`src/rtl/reg_wb_arbiter_if.sv`:
```
// rtl/reg_wb_arbiter_if.sv - write-back arbiter bus bundle with master/slave modports
interface reg_wb_arbiter_if;
    logic        pipe_we;
    logic [4:0]  pipe_waddr;
    logic [31:0] pipe_wdata;
    logic        ll_valid;
    logic [4:0]  ll_waddr;
    logic [31:0] ll_wdata;
    logic        ll_ready;
    logic [4:0]  chk_addr1;
    logic [4:0]  chk_addr2;
    logic        pend_hit1;
    logic        pend_hit2;
    logic        stallreq;
    logic        we;
    logic [4:0]  waddr;
    logic [31:0] wdata;

    modport master (
        output pipe_we, pipe_waddr, pipe_wdata,
        output ll_valid, ll_waddr, ll_wdata,
        output chk_addr1, chk_addr2,
        input  ll_ready, pend_hit1, pend_hit2, stallreq,
        input  we, waddr, wdata
    );

    modport slave (
        input  pipe_we, pipe_waddr, pipe_wdata,
        input  ll_valid, ll_waddr, ll_wdata,
        input  chk_addr1, chk_addr2,
        output ll_ready, pend_hit1, pend_hit2, stallreq,
        output we, waddr, wdata
    );
endinterface

```
`src/rtl/reg_wb_arbiter.sv`:
```
// rtl/reg_wb_arbiter.sv - register file write-port arbiter: pipeline write-back vs long-latency FIFO
module reg_wb_arbiter #(
    parameter int DEPTH        = 4,
    parameter int STARVE_LIMIT = 8
) (
    input  logic             clk,
    input  logic             rst,
    reg_wb_arbiter_if.slave  bus
);
    localparam int AW = (DEPTH > 1) ? $clog2(DEPTH) : 1;
    localparam int CW = $clog2(STARVE_LIMIT + 1);

    // Pointers carry one extra wrap bit so full and empty are distinguishable.
    logic [AW:0]     wr_ptr;
    logic [AW:0]     rd_ptr;
    logic [AW:0]     occ;
    logic [4:0]      q_addr [DEPTH];
    logic [31:0]     q_data [DEPTH];
    logic [DEPTH-1:0] live;
    logic [CW-1:0]   starve_cnt;

    logic            empty;
    logic            full;
    logic            pipe_busy;
    logic            push;
    logic            pop;
    logic            hit1;
    logic            hit2;

    logic            we_q;
    logic [4:0]      waddr_q;
    logic [31:0]     wdata_q;

    assign occ       = wr_ptr - rd_ptr;
    assign empty     = (occ == '0);
    assign full      = (occ == (AW+1)'(DEPTH));
    // A write to $0 does not occupy the port, so the FIFO may use that slot.
    assign pipe_busy = bus.pipe_we && (bus.pipe_waddr != 5'd0);
    assign pop       = !pipe_busy && !empty;
    // Results for $0 complete the handshake but are never stored.
    assign push      = bus.ll_valid && !full && (bus.ll_waddr != 5'd0);

    // FIFO storage; contents are only meaningful inside the live window.
    always_ff @(posedge clk) begin
        if (push) begin
            q_addr[wr_ptr[AW-1:0]] <= bus.ll_waddr;
            q_data[wr_ptr[AW-1:0]] <= bus.ll_wdata;
        end
    end

    // FIFO pointer update; simultaneous push and pop are independent.
    always_ff @(posedge clk) begin
        if (rst) begin
            wr_ptr <= '0;
            rd_ptr <= '0;
        end else begin
            if (push) begin
                wr_ptr <= wr_ptr + 1'b1;
            end
            if (pop) begin
                rd_ptr <= rd_ptr + 1'b1;
            end
        end
    end

    // Registered write port: pipeline has absolute priority, then FIFO head.
    always_ff @(posedge clk) begin
        if (rst) begin
            we_q    <= 1'b0;
            waddr_q <= 5'd0;
            wdata_q <= 32'd0;
        end else if (pipe_busy) begin
            we_q    <= 1'b1;
            waddr_q <= bus.pipe_waddr;
            wdata_q <= bus.pipe_wdata;
        end else if (!empty) begin
            we_q    <= 1'b1;
            waddr_q <= q_addr[rd_ptr[AW-1:0]];
            wdata_q <= q_data[rd_ptr[AW-1:0]];
        end else begin
            we_q    <= 1'b0;
        end
    end

    // Starvation counter: cleared whenever the head moves or nothing waits.
    always_ff @(posedge clk) begin
        if (rst) begin
            starve_cnt <= '0;
        end else if (empty || pop) begin
            starve_cnt <= '0;
        end else if (starve_cnt != CW'(STARVE_LIMIT)) begin
            starve_cnt <= starve_cnt + 1'b1;
        end
    end

    // Mark slots lying between the read pointer and the write pointer.
    always_comb begin
        live = '0;
        for (int i = 0; i < DEPTH; i++) begin
            live[i] = ({1'b0, AW'(AW'(i) - rd_ptr[AW-1:0])} < occ);
        end
    end

    // Pending-write lookup for ID hazard detection; $0 never hits.
    always_comb begin
        hit1 = 1'b0;
        hit2 = 1'b0;
        for (int i = 0; i < DEPTH; i++) begin
            if (live[i] && (q_addr[i] == bus.chk_addr1)) begin
                hit1 = 1'b1;
            end
            if (live[i] && (q_addr[i] == bus.chk_addr2)) begin
                hit2 = 1'b1;
            end
        end
    end

    assign bus.ll_ready  = !full;
    assign bus.pend_hit1 = hit1 && (bus.chk_addr1 != 5'd0);
    assign bus.pend_hit2 = hit2 && (bus.chk_addr2 != 5'd0);
    assign bus.stallreq  = (starve_cnt == CW'(STARVE_LIMIT));
    assign bus.we        = we_q;
    assign bus.waddr     = waddr_q;
    assign bus.wdata     = wdata_q;

endmodule

```
`src/flat_wrapper.sv`:
```
// flat-port wrapper written by rule: the top's interface ports become plain ports
module reg_wb_arbiter_flat 
#(
    parameter int DEPTH        = 4,
    parameter int STARVE_LIMIT = 8
)
  (clk, rst, bus_pipe_we, bus_pipe_waddr, bus_pipe_wdata, bus_ll_valid, bus_ll_waddr, bus_ll_wdata, bus_chk_addr1, bus_chk_addr2, bus_ll_ready, bus_pend_hit1, bus_pend_hit2, bus_stallreq, bus_we, bus_waddr, bus_wdata);
  reg_wb_arbiter_if bus_i ();
  input  logic clk;
  input  logic rst;
  input wire logic [$bits(bus_i.pipe_we)-1:0] bus_pipe_we;
  input wire logic [$bits(bus_i.pipe_waddr)-1:0] bus_pipe_waddr;
  input wire logic [$bits(bus_i.pipe_wdata)-1:0] bus_pipe_wdata;
  input wire logic [$bits(bus_i.ll_valid)-1:0] bus_ll_valid;
  input wire logic [$bits(bus_i.ll_waddr)-1:0] bus_ll_waddr;
  input wire logic [$bits(bus_i.ll_wdata)-1:0] bus_ll_wdata;
  input wire logic [$bits(bus_i.chk_addr1)-1:0] bus_chk_addr1;
  input wire logic [$bits(bus_i.chk_addr2)-1:0] bus_chk_addr2;
  output wire logic [$bits(bus_i.ll_ready)-1:0] bus_ll_ready;
  output wire logic [$bits(bus_i.pend_hit1)-1:0] bus_pend_hit1;
  output wire logic [$bits(bus_i.pend_hit2)-1:0] bus_pend_hit2;
  output wire logic [$bits(bus_i.stallreq)-1:0] bus_stallreq;
  output wire logic [$bits(bus_i.we)-1:0] bus_we;
  output wire logic [$bits(bus_i.waddr)-1:0] bus_waddr;
  output wire logic [$bits(bus_i.wdata)-1:0] bus_wdata;
  assign bus_i.pipe_we = bus_pipe_we;
  assign bus_i.pipe_waddr = bus_pipe_waddr;
  assign bus_i.pipe_wdata = bus_pipe_wdata;
  assign bus_i.ll_valid = bus_ll_valid;
  assign bus_i.ll_waddr = bus_ll_waddr;
  assign bus_i.ll_wdata = bus_ll_wdata;
  assign bus_i.chk_addr1 = bus_chk_addr1;
  assign bus_i.chk_addr2 = bus_chk_addr2;
  assign bus_ll_ready = bus_i.ll_ready;
  assign bus_pend_hit1 = bus_i.pend_hit1;
  assign bus_pend_hit2 = bus_i.pend_hit2;
  assign bus_stallreq = bus_i.stallreq;
  assign bus_we = bus_i.we;
  assign bus_waddr = bus_i.waddr;
  assign bus_wdata = bus_i.wdata;
  reg_wb_arbiter #(.DEPTH(DEPTH), .STARVE_LIMIT(STARVE_LIMIT)) u_core (.clk(clk), .rst(rst), .bus(bus_i));
endmodule
```
`config.mk`:
```
export PLATFORM = sky130hd
export DESIGN_NAME = reg_wb_arbiter_flat
export DESIGN_NICKNAME = d
export VERILOG_FILES = /design/src/rtl/reg_wb_arbiter_if.sv /design/src/rtl/reg_wb_arbiter.sv /design/src/flat_wrapper.sv
export SDC_FILE = /design/constraint.sdc
export NUM_CORES = 1
export LEC_CHECK = 0
export CORE_ASPECT_RATIO = 0.7
export CORE_MARGIN = 8
export CORE_UTILIZATION = 50
export DETAILED_ROUTE_END_ITERATION = 12
export PLACE_DENSITY = 0.75
export SYNTH_ARGS = -nofsm -noshare
export SYNTH_HDL_FRONTEND = slang
export SYNTH_SLANG_ARGS = --single-unit
```
`constraint.sdc`:
```
create_clock -name clk -period 9.3 [get_ports clk]
set_clock_uncertainty 0.05 [all_clocks]
set_input_delay 1.86 -clock clk [delete_from_list [all_inputs] [get_ports clk]]
set_output_delay 1.86 -clock clk [all_outputs]
set_load 0.1 [all_outputs]
```
==> flow_metrics.tcl, run 1 <==
set metrics [dict create \
    status "complete, no violations" \
    netlist_instances 565 \
    drt_pass1_iterations 5 \
    syn_avg_cell_area_um2 14.7 \
    p_clk_frac 0.200 \
    worstSetupStartpointType "input pin" \
    p_int_mw 1.97 \
    synth-edff-count 148 \
    netSwitchingPower_mw 1.42 \
    syn_to_final_growth_pct 23.4 \
    cts-root-buf "clkbuf_16" \
    num_vias 5083 \
    finalCritPeriodShare 0.682 \
    wirelength_um 18900 \
    yosysUniqueCellTypes 35 \
    crit_slowest_cell "clkdlybuf4s50_1" \
    worstPathRequired_ps 7390 \
    grt_pass1_vias 5376 \
    slew_violations 0 \
    dp_hpwl_um 12200 \
    portBuffers 129 \
    cts_buffers 17 \
    cts-htree-levels 4 \
    tns_ps 0 \
    antenna_found_initial 1 \
    grtUsageTotal 0.184 \
    yosys-top-cells-area "edfxtp_1 54%, dfxtp_1 12%, mux4_2 10%" \
    io_pins 130 \
    routabilityCongestion 0.875 \
    drtIter0Drc 510 \
    coreArea_um2 16300 \
    die_h_um 124 \
    syn-cell-area_um2 8290 \
    combPwrFrac 0.431 \
    worstRegToRegCells 7 \
    insertedDiodeCount 0 \
    routedWlPerCell_um 20.7 \
    synthesis.nets 668 \
    clk_pin_slew_ps 70 \
    yosysMostFrequentCell "edfxtp_1" \
    switching_share 0.419 \
    worst-path-max-fanout 5 \
    grt_max_degree 77 \
    vias_per_cell 5.57 \
    numClockSinks 198 \
    max_stage_delay_ps 1160 \
    dieArea_um2 21000 \
    r2r_slack_ps 6010 \
    arrival_ps 4430 \
    relSlewSlack 0.279 \
    yosys-top-cells-count "148 x edfxtp_1, 75 x nand2_1, 50 x dfxtp_1, 50 x nor2_1, 37 x mux4_2" \
    cap_violations 0 \
    fin_nets 779 \
    clock_latency_ps 430 \
    cts_repair_resize_count 0 \
    synth-seq-cells 198 \
    die_w_um 170 \
    ir_drop_uv 270 \
    min_path_cells 2 \
    clockBufferDepth 2 \
    cts_setup_buffers 0 \
    grt_setup_unrepaired "false" \
    postSynth.asyncResetShare 0 \
    grt_pass1_wl_um 29400 \
    netlist.area_leader.share 0.536 \
    min_path_type "flip-flop to flip-flop" \
    ant_nets 0 \
    fmax_mhz 158 \
    setup_viol 0 \
    p_leak_nw 3.41 \
    initial_core_util 0.509 \
    worstSetupPathType "input pin to output port" \
    drc 0 \
    max_slew.worst_pin.slew_ps 1080 \
    ys_dominant_reg_cell "edfxtp_1" \
    overflow 0 \
    layout-drive-gt1-share 0.113 \
    power_mw 3.39 \
    yosys.area.top_type "edfxtp_1" \
    worstSetupEndpointType "output port" \
    pwr_density_cell_nw_per_um2 331 \
    final_hold_viol_count 0 \
    fp-row-count 39 \
    cts_tree "yes" \
    seq_area_frac_synth 0.657 \
    cp_cell_sequence "clkdlybuf4s50_1 > xor2_1 > nor4_1 > a31oi_1 > a21oi_1 > clkdlybuf4s50_1" \
    pwr-share-seq 0.369 \
    ctsHoldBuffers 0 \
    worst_path_most_repeated_cell "clkdlybuf4s50_1" \
    ys_warn_count 0 \
    period_minus_slack_ps 6340 \
]
cells by family after synthesis:
group	Yosys count	synth area share
compound gates	53	0.0520
xor+xnor	48	0.0525
fa+ha+maj	15	0.0235
buf+inv	53	0.0308
flops	198	0.657
mux	39	0.103
simple gates	159	0.0818
worst max-delay path: cells and delay by family:
family	cells	cell delay, ps
buffers and inverters	2	1710
and+or+nand+nor	1	340
AOI/OAI and AO/OA	2	300
xor gates and xnor gates	1	210
sequential cells by signal (all words and copies together), names as in the netlist, named ones only:
name	flops
u_core.q_data	128
u_core.bus.wdata	32
u_core.rd_ptr	3
u_core.bus.waddr	5
u_core.starve_cnt	4
u_core.bus.we	1
u_core.q_addr	20
u_core.wr_ptr	3
path summary, 6_finish.rpt:
| check | startpoint | endpoint |
|---|---|---|
| max | bus_chk_addr1[0] | bus_pend_hit1 |
| min | u_core.bus.wdata[0]$_SDFFE_PP0P_ | u_core.bus.wdata[0]$_SDFFE_PP0P_ |
| max reg2reg | u_core.wr_ptr[0]$_SDFFE_PP0N_ | u_core.q_addr[1][0]$_DFFE_PP_ |
| min reg2reg | u_core.bus.wdata[0]$_SDFFE_PP0P_ | u_core.bus.wdata[0]$_SDFFE_PP0P_ |
power groups by stage:
stage / clock network [mW] / registers (mW) / logic, mW
finish: 0.678 / 1.25 / 1.46
global route: 0.726 / 1.27 / 1.56
detailed placement: 0 / 1.27 / 1.47
CTS: 0.691 / 1.25 / 1.47
global placement: 0 / 1.26 / 1.44
floorplan: 0 / 1.55 / 0.786
layout make-up:
cell class / count / area, um^2
Timing Repair Buffer: 131 / 1300
Multi-Input combinational cell: 314 / 2620
Inverter: 14 / 52.6
Tap cell: 225 / 282
Sequential cell: 198 / 5450
Clock buffer: 19 / 433
Clock inverter: 12 / 104
Fill cell: 1254 / 6060
cells in the final DEF, fill, tap and decap left out, types with 3 or more instances in the layout:
cell / instances
a31oi_1: 4
a21oi_1: 9
ha_1: 14
nand2b_1: 4
nor2_1: 50
and2_2: 3
edfxtp_1: 148
xor2_1: 22
clkdlybuf4s50_1: 128
mux4_2: 37
nand2_1: 75
clkinv_1: 3
dfxtp_1: 48
nor4_1: 8
nand3_1: 7
xnor2_1: 25
inv_1: 14
clkbuf_16: 17
or4_1: 3
a311oi_1: 35
per-stage QoR:
step	cell area [um^2]	hold slack [ps]	instances	setup slack, ps	utilization
detailed placement	9700	425	882	2990	0.595
floorplan	8290	430	565	3370	-
CTS	10200	435	913	2980	0.628
global route	10200	456	913	2820	0.628
global placement	9700	415	882	3110	0.595
finish	10200	429	913	2960	0.628
layer usage:
layer / track usage / vias up / routed length, um
li1: - / 2330 / -
met2: 0.287 / 202 / 8700
met3: 0.0636 / 27 / 1470
met5: 0 / - / 15
met4: 0.0563 / 2 / 269
met1: 0.242 / 2522 / 8460
Power figures use the tool's default switching activity.
==> run 2: changes to the inputs <==
==> constraint.sdc (replaced) <==
create_clock -name clk -period 6.4 [get_ports clk]
set_clock_uncertainty 0.05 [all_clocks]
set_input_delay 1.28 -clock clk [delete_from_list [all_inputs] [get_ports clk]]
set_output_delay 1.28 -clock clk [all_outputs]
set_load 0.1 [all_outputs]
==> run 2 against run 1 <==
Effect of this change: total power is 47% higher; largest power group unchanged; critical path type is now flip-flop to output port; combinational power rose by 45%; largest cell class unchanged; die area unchanged.
==> flow_metrics.tcl, run 2 (same netlist as run 1, synthesis figures left out) <==
set metrics [dict create \
    final_hold_viol_count 0 \
    dieArea_um2 21000 \
    final_common_cell "edfxtp_1" \
    coreArea_um2 16300 \
    fmax_mhz 184 \
    cp_cell_sequence "inv_1 > ha_1 > inv_1 > fa_1 > inv_1 > ha_1 > nand2b_1 > a21oi_1 > nor4_1 > a31oi_1 > a21oi_1 > clkdlybuf4s50_1" \
    routedWlPerCell_um 20.6 \
    die_w_um 170 \
    tns_ps 0 \
    max_slew.worst_pin.slew_ps 1050 \
    grt_pass1_vias 5382 \
    worst-path-max-fanout 5 \
    finalCritPeriodShare 0.851 \
    largest_reg_flops 128 \
    ir_drop_uv 306 \
    cts-htree-levels 4 \
    num_vias 5020 \
    initial_core_util 0.509 \
    fin_nets 779 \
    fillers 1213 \
    clock_latency_ps 430 \
    crit_slowest_cell "clkdlybuf4s50_1" \
    cts_setup_buffers 0 \
    drc 0 \
    clockBufferDepth 2 \
    cts_repair_resize_count 0 \
    overflow 0 \
    status "complete, no violations" \
    portBuffers 129 \
    path_buf_inv 4 \
    setup_viol 0 \
    cts_buffers 17 \
    dp_cells 882 \
    max_stage_delay_ps 1160 \
    syn_to_final_growth_pct 24.0 \
    io_pins 130 \
    slew_violations 0 \
    grt_setup_unrepaired "false" \
    worstSetupPathType "flip-flop to output port" \
    antenna_found_initial 0 \
    cts_tree "yes" \
    worst_path_most_repeated_cell "inv_1" \
    wirelength_um 18900 \
    numClockSinks 198 \
    arrival_ps 4110 \
    grtUsageTotal 0.186 \
    ctsHoldBuffers 0 \
    grt_pass1_wl_um 29800 \
    worstSetupEndpointType "output port" \
    pwr_density_cell_nw_per_um2 485 \
    clk_pin_slew_ps 70 \
    die_h_um 124 \
    worstPathRequired_ps 5070 \
    insertedDiodeCount 0 \
    ant_nets 0 \
    cts-root-buf "clkbuf_16" \
    vias_per_cell 5.49 \
    cpLargestDelayFamily "buffers and inverters" \
    period_minus_slack_ps 5440 \
    fp-row-count 39 \
    layoutNonFillerInstCount 914 \
    min_path_type "flip-flop to flip-flop" \
    cap_violations 0 \
    drtIter0Drc 447 \
    grt_max_degree 52 \
    p_leak_nw 3.44 \
    dp_hpwl_um 12400 \
    routabilityCongestion 0.875 \
    layout-drive-gt1-share 0.115 \
    worstSetupStartpointType "flip-flop" \
    drt_pass1_iterations 4 \
    final_cell_mix "148 x edfxtp_1, 128 x clkdlybuf4s50_1, 75 x nand2_1" \
    relSlewSlack 0.303 \
]
run 2: changes by cell type in the layout (fill, tap and decap cells not counted), sizes merged:
cell | before | now
bufinv | 1 | 3
clkinvlp | 2 | 1
run 2: worst paths after layout:
check,start,endpoint,slack [ps],cells past startpoint
min,u_core.bus.wdata[28]$_SDFFE_PP0P_,u_core.bus.wdata[28]$_SDFFE_PP0P_,430,2
min reg2reg,u_core.bus.wdata[28]$_SDFFE_PP0P_,u_core.bus.wdata[28]$_SDFFE_PP0P_,430,2
max reg2reg,u_core.wr_ptr[0]$_SDFFE_PP0N_,u_core.q_data[2][12]$_DFFE_PP_,3120,7
max,u_core.wr_ptr[0]$_SDFFE_PP0N_,bus_pend_hit1,960,12
run 2: power by group:
group	total [mW]	internal [mW]	switching [mW]
registers	1.80	1.64	0.161
clock network	1.07	0.613	0.458
logic	2.12	0.682	1.43
run 2: layout make-up:
class	count	area, um^2	share of cell area
clock inverter	13	153	0.0148
multi-input combinational	314	2620	0.254
timing repair buffer	131	1300	0.127
inverter	14	52.6	0.00511
clock buffer	19	433	0.0421
tap	225	282	0.0274
sequential	198	5450	0.530
run 2: stage by stage:
stage	hold slack, ps	total power, mW	utilization	setup slack, ps	cell area, um^2
after floorplan	430	3.39	-	1560	8290
after global placement	415	3.92	0.595	1360	9700
after detailed placement	422	3.97	0.595	1260	9700
after CTS	433	5.05	0.631	942	10300
after global routing	451	5.25	0.631	703	10300
final	431	4.99	0.631	955	10300
run 2: metal layers:
layer | share of wire | wire (um) | vias up | GRT usage
met4 | 0.0099 | 186 | 0 | 0.0546
met1 | 0.45 | 8510 | 2507 | 0.250
met5 | 0 | 0 | - | 0
li1 | - | - | 2324 | -
met2 | 0.46 | 8730 | 172 | 0.289
met3 | 0.075 | 1420 | 17 | 0.0602
run 2: worst min-delay path: stages, from the launching register on:
cell and delay [ps]:
dfxtp_1 310, nand2_1 50, a311oi_1 70
==> patch: new RTL, config.mk and constraints of run 2 <==
`STARVE_LIMIT` is set to 8 in 2 places; all go to 16.
--- a/src/rtl/reg_wb_arbiter.sv
+++ b/src/rtl/reg_wb_arbiter.sv
@@ -2,5 +2,5 @@
 module reg_wb_arbiter #(
     parameter int DEPTH        = 4,
-    parameter int STARVE_LIMIT = 8
+    parameter int STARVE_LIMIT = 16
 ) (
     input  logic             clk,
--- a/src/flat_wrapper.sv
+++ b/src/flat_wrapper.sv
@@ -3,5 +3,5 @@
 #(
     parameter int DEPTH        = 4,
-    parameter int STARVE_LIMIT = 8
+    parameter int STARVE_LIMIT = 16
 )
   (clk, rst, bus_pipe_we, bus_pipe_waddr, bus_pipe_wdata, bus_ll_valid, bus_ll_waddr, bus_ll_wdata, bus_chk_addr1, bus_chk_addr2, bus_ll_ready, bus_pend_hit1, bus_pend_hit2, bus_stallreq, bus_we, bus_waddr, bus_wdata);
Check against the original RTL: no difference found for any inputs over 4 cycles, from zero or initial values and one cycle with rst high; that may be too few to reach the edited logic, so the function may still have changed.
==> patch against run 2 <==
  * Global-route usage decreased by 0.68 points
  * Cell area up 0.33%
  * Sequential cell count rose by 1
  * Critical path type unchanged
  * Synthesized area rose by 0.50%
  * Setup slack got worse by 38 ps
  * First-iteration DRC count shrank 9.8%
  * Highest routed layer unchanged
  * Total power shrank 0.24%
  * Wire length fell by 2.0%
  * Register-to-register slack hardly changed
  * Largest cell class unchanged
  * Non-clock buffer count is the same
  * Die area up 0.44%
==> patch: results (changes against run 2) <==
stage	metric	value	unit	change
critical_path	WP data arrival	4150	ps	+40 ps
finish	Final #Nets	781		+0.26%
finish	Finished Layout Cells	916		+0.22%
detailed_routing	starting DRC count in detailed routing	403		-9.8%
logic_synthesis	top cells by area, synth	edfxtp_1, dfxtp_1, mux4_2, a311oi_1, nand2_1		
power	VDD IR max	0.000259	V	-15%
logic_synthesis	most frequent cells after synthesis	edfxtp_1, nand2_1, dfxtp_1		
logic_synthesis	Top FF cell, synth	edfxtp_1		
detailed_routing	Via density	5.45		-0.79%
critical_path	FF-to-FF End	u_core.q_addr[2][1]		
outcome	status	finished, final reports clean		
detailed_routing	metal2 WL	8660	um	-0.80%
placed_design	pre-CTS WS	1250	ps	-11.1 ps
logic_synthesis	post-synthesis cell count	568		+0.53%
placed_design	hpwl dp	12200	um	-2.1%
clock_network	Clock Tree Buf Depth	2		unchanged
grt	first-pass GRT wire length	28700	um	-3.5%
power	Leakage	3.44	nW	about the same
detailed_routing	drt pass-1 iters	7		+3
grt	Tot GR Track Use	17.9	%	-0.68 points
power	switching power	0.00207	W	+0.86%
power	power share of the sequential group	35.7	%	-0.4 points
grt	largest net degree at the start of global routing	47		-9.6%
clock_network	Num CTS Buffers	17		unchanged
detailed_routing	WL met3	1420	um	+0.14%
finish	layout cells sized above 1	12.0	%	+0.55 points
sta	Rel. slew slack	28.5	%	-1.9 points
finish	Fill cells	1240		+2.2%
detailed_routing	Wirelength per Cell	20.2	um	-2.2%
logic_synthesis	Seq/Total Area, Yosys	65.6	%	-0.085 points
worst_hold_path	HP Start	u_core.bus.wdata[2]		
critical_path	flop2flop setup slack	3110	ps	about the same
logic_synthesis	synthesized net count	671		+0.45%
placed_design	DP Area	9740	um^2	+0.39%
power	Clock Power Share	21.0	%	-0.5 points
placed_design	gpl congestion	0.850		-2.8%
detailed_routing	M1 WL	8270	um	-2.9%
worst_hold_path	Hold Path Sink	u_core.bus.wdata[2]		
==> patch: through the flow <==
step	power [W]	hold slack [ps]
2_1_floorplan	0.00340	421
6_report	0.00498	431
5_1_grt	0.00522	455
3_3_place_gp	0.00394	414
3_5_place_dp	0.00398	421
4_1_cts	0.00502	431
==> patch: kinds of logic after synthesis <==
kind of cell             synth area share, %
flip-flops                              65.6
AND/OR/NAND/NOR                         8.23
buffers and inverters                   3.06
AO/OA/AOI/OAI                           5.12
XOR/XNOR                                5.33
multiplexers                            10.4
adder cells (fa/ha/maj)                 2.34
==> patch: metal layers <==
metal / vias up / track usage (%)
met4: 0 / 4.97
met2: 149 / 29.1
met1: 2499 / 23.1
li1: 2332 / -
met5: - / 0
met3: 11 / 5.83
==> patch: critical path, delay by kind of cell (launching register included) <==
| family | cells | cell delay [ps] |
|---|---|---|
| compound gates | 3 | 400 |
| flops | 1 | 430 |
| buf+inv | 4 | 1520 |
| simple gates | 2 | 460 |
| fa+ha+maj | 3 | 910 |
==> patch: layout make-up <==
class	instances	area (um^2)	area share [%]
multi-input combinational	316	2640	25.6
clock inverter	12	114	1.10
clock buffer	20	468	4.54
timing repair buffer	131	1300	12.6
tap	225	282	2.73
inverter	13	48.8	0.473
sequential	199	5470	53.0
==> patch: worst max-delay path by stage <==
stage	slack (ps)	endpoint	cells past startpoint	startpoint
after detailed placement	1250	bus_pend_hit2	6	bus_chk_addr2[2]
after global routing	690	bus_pend_hit2	12	u_core.wr_ptr[0]
after floorplan	1550	bus_pend_hit2	11	u_core.wr_ptr[0]
final	920	bus_pend_hit2	12	u_core.wr_ptr[0]
after global placement	1260	bus_pend_hit2	6	bus_chk_addr2[2]
after CTS	900	bus_pend_hit2	12	u_core.wr_ptr[0]
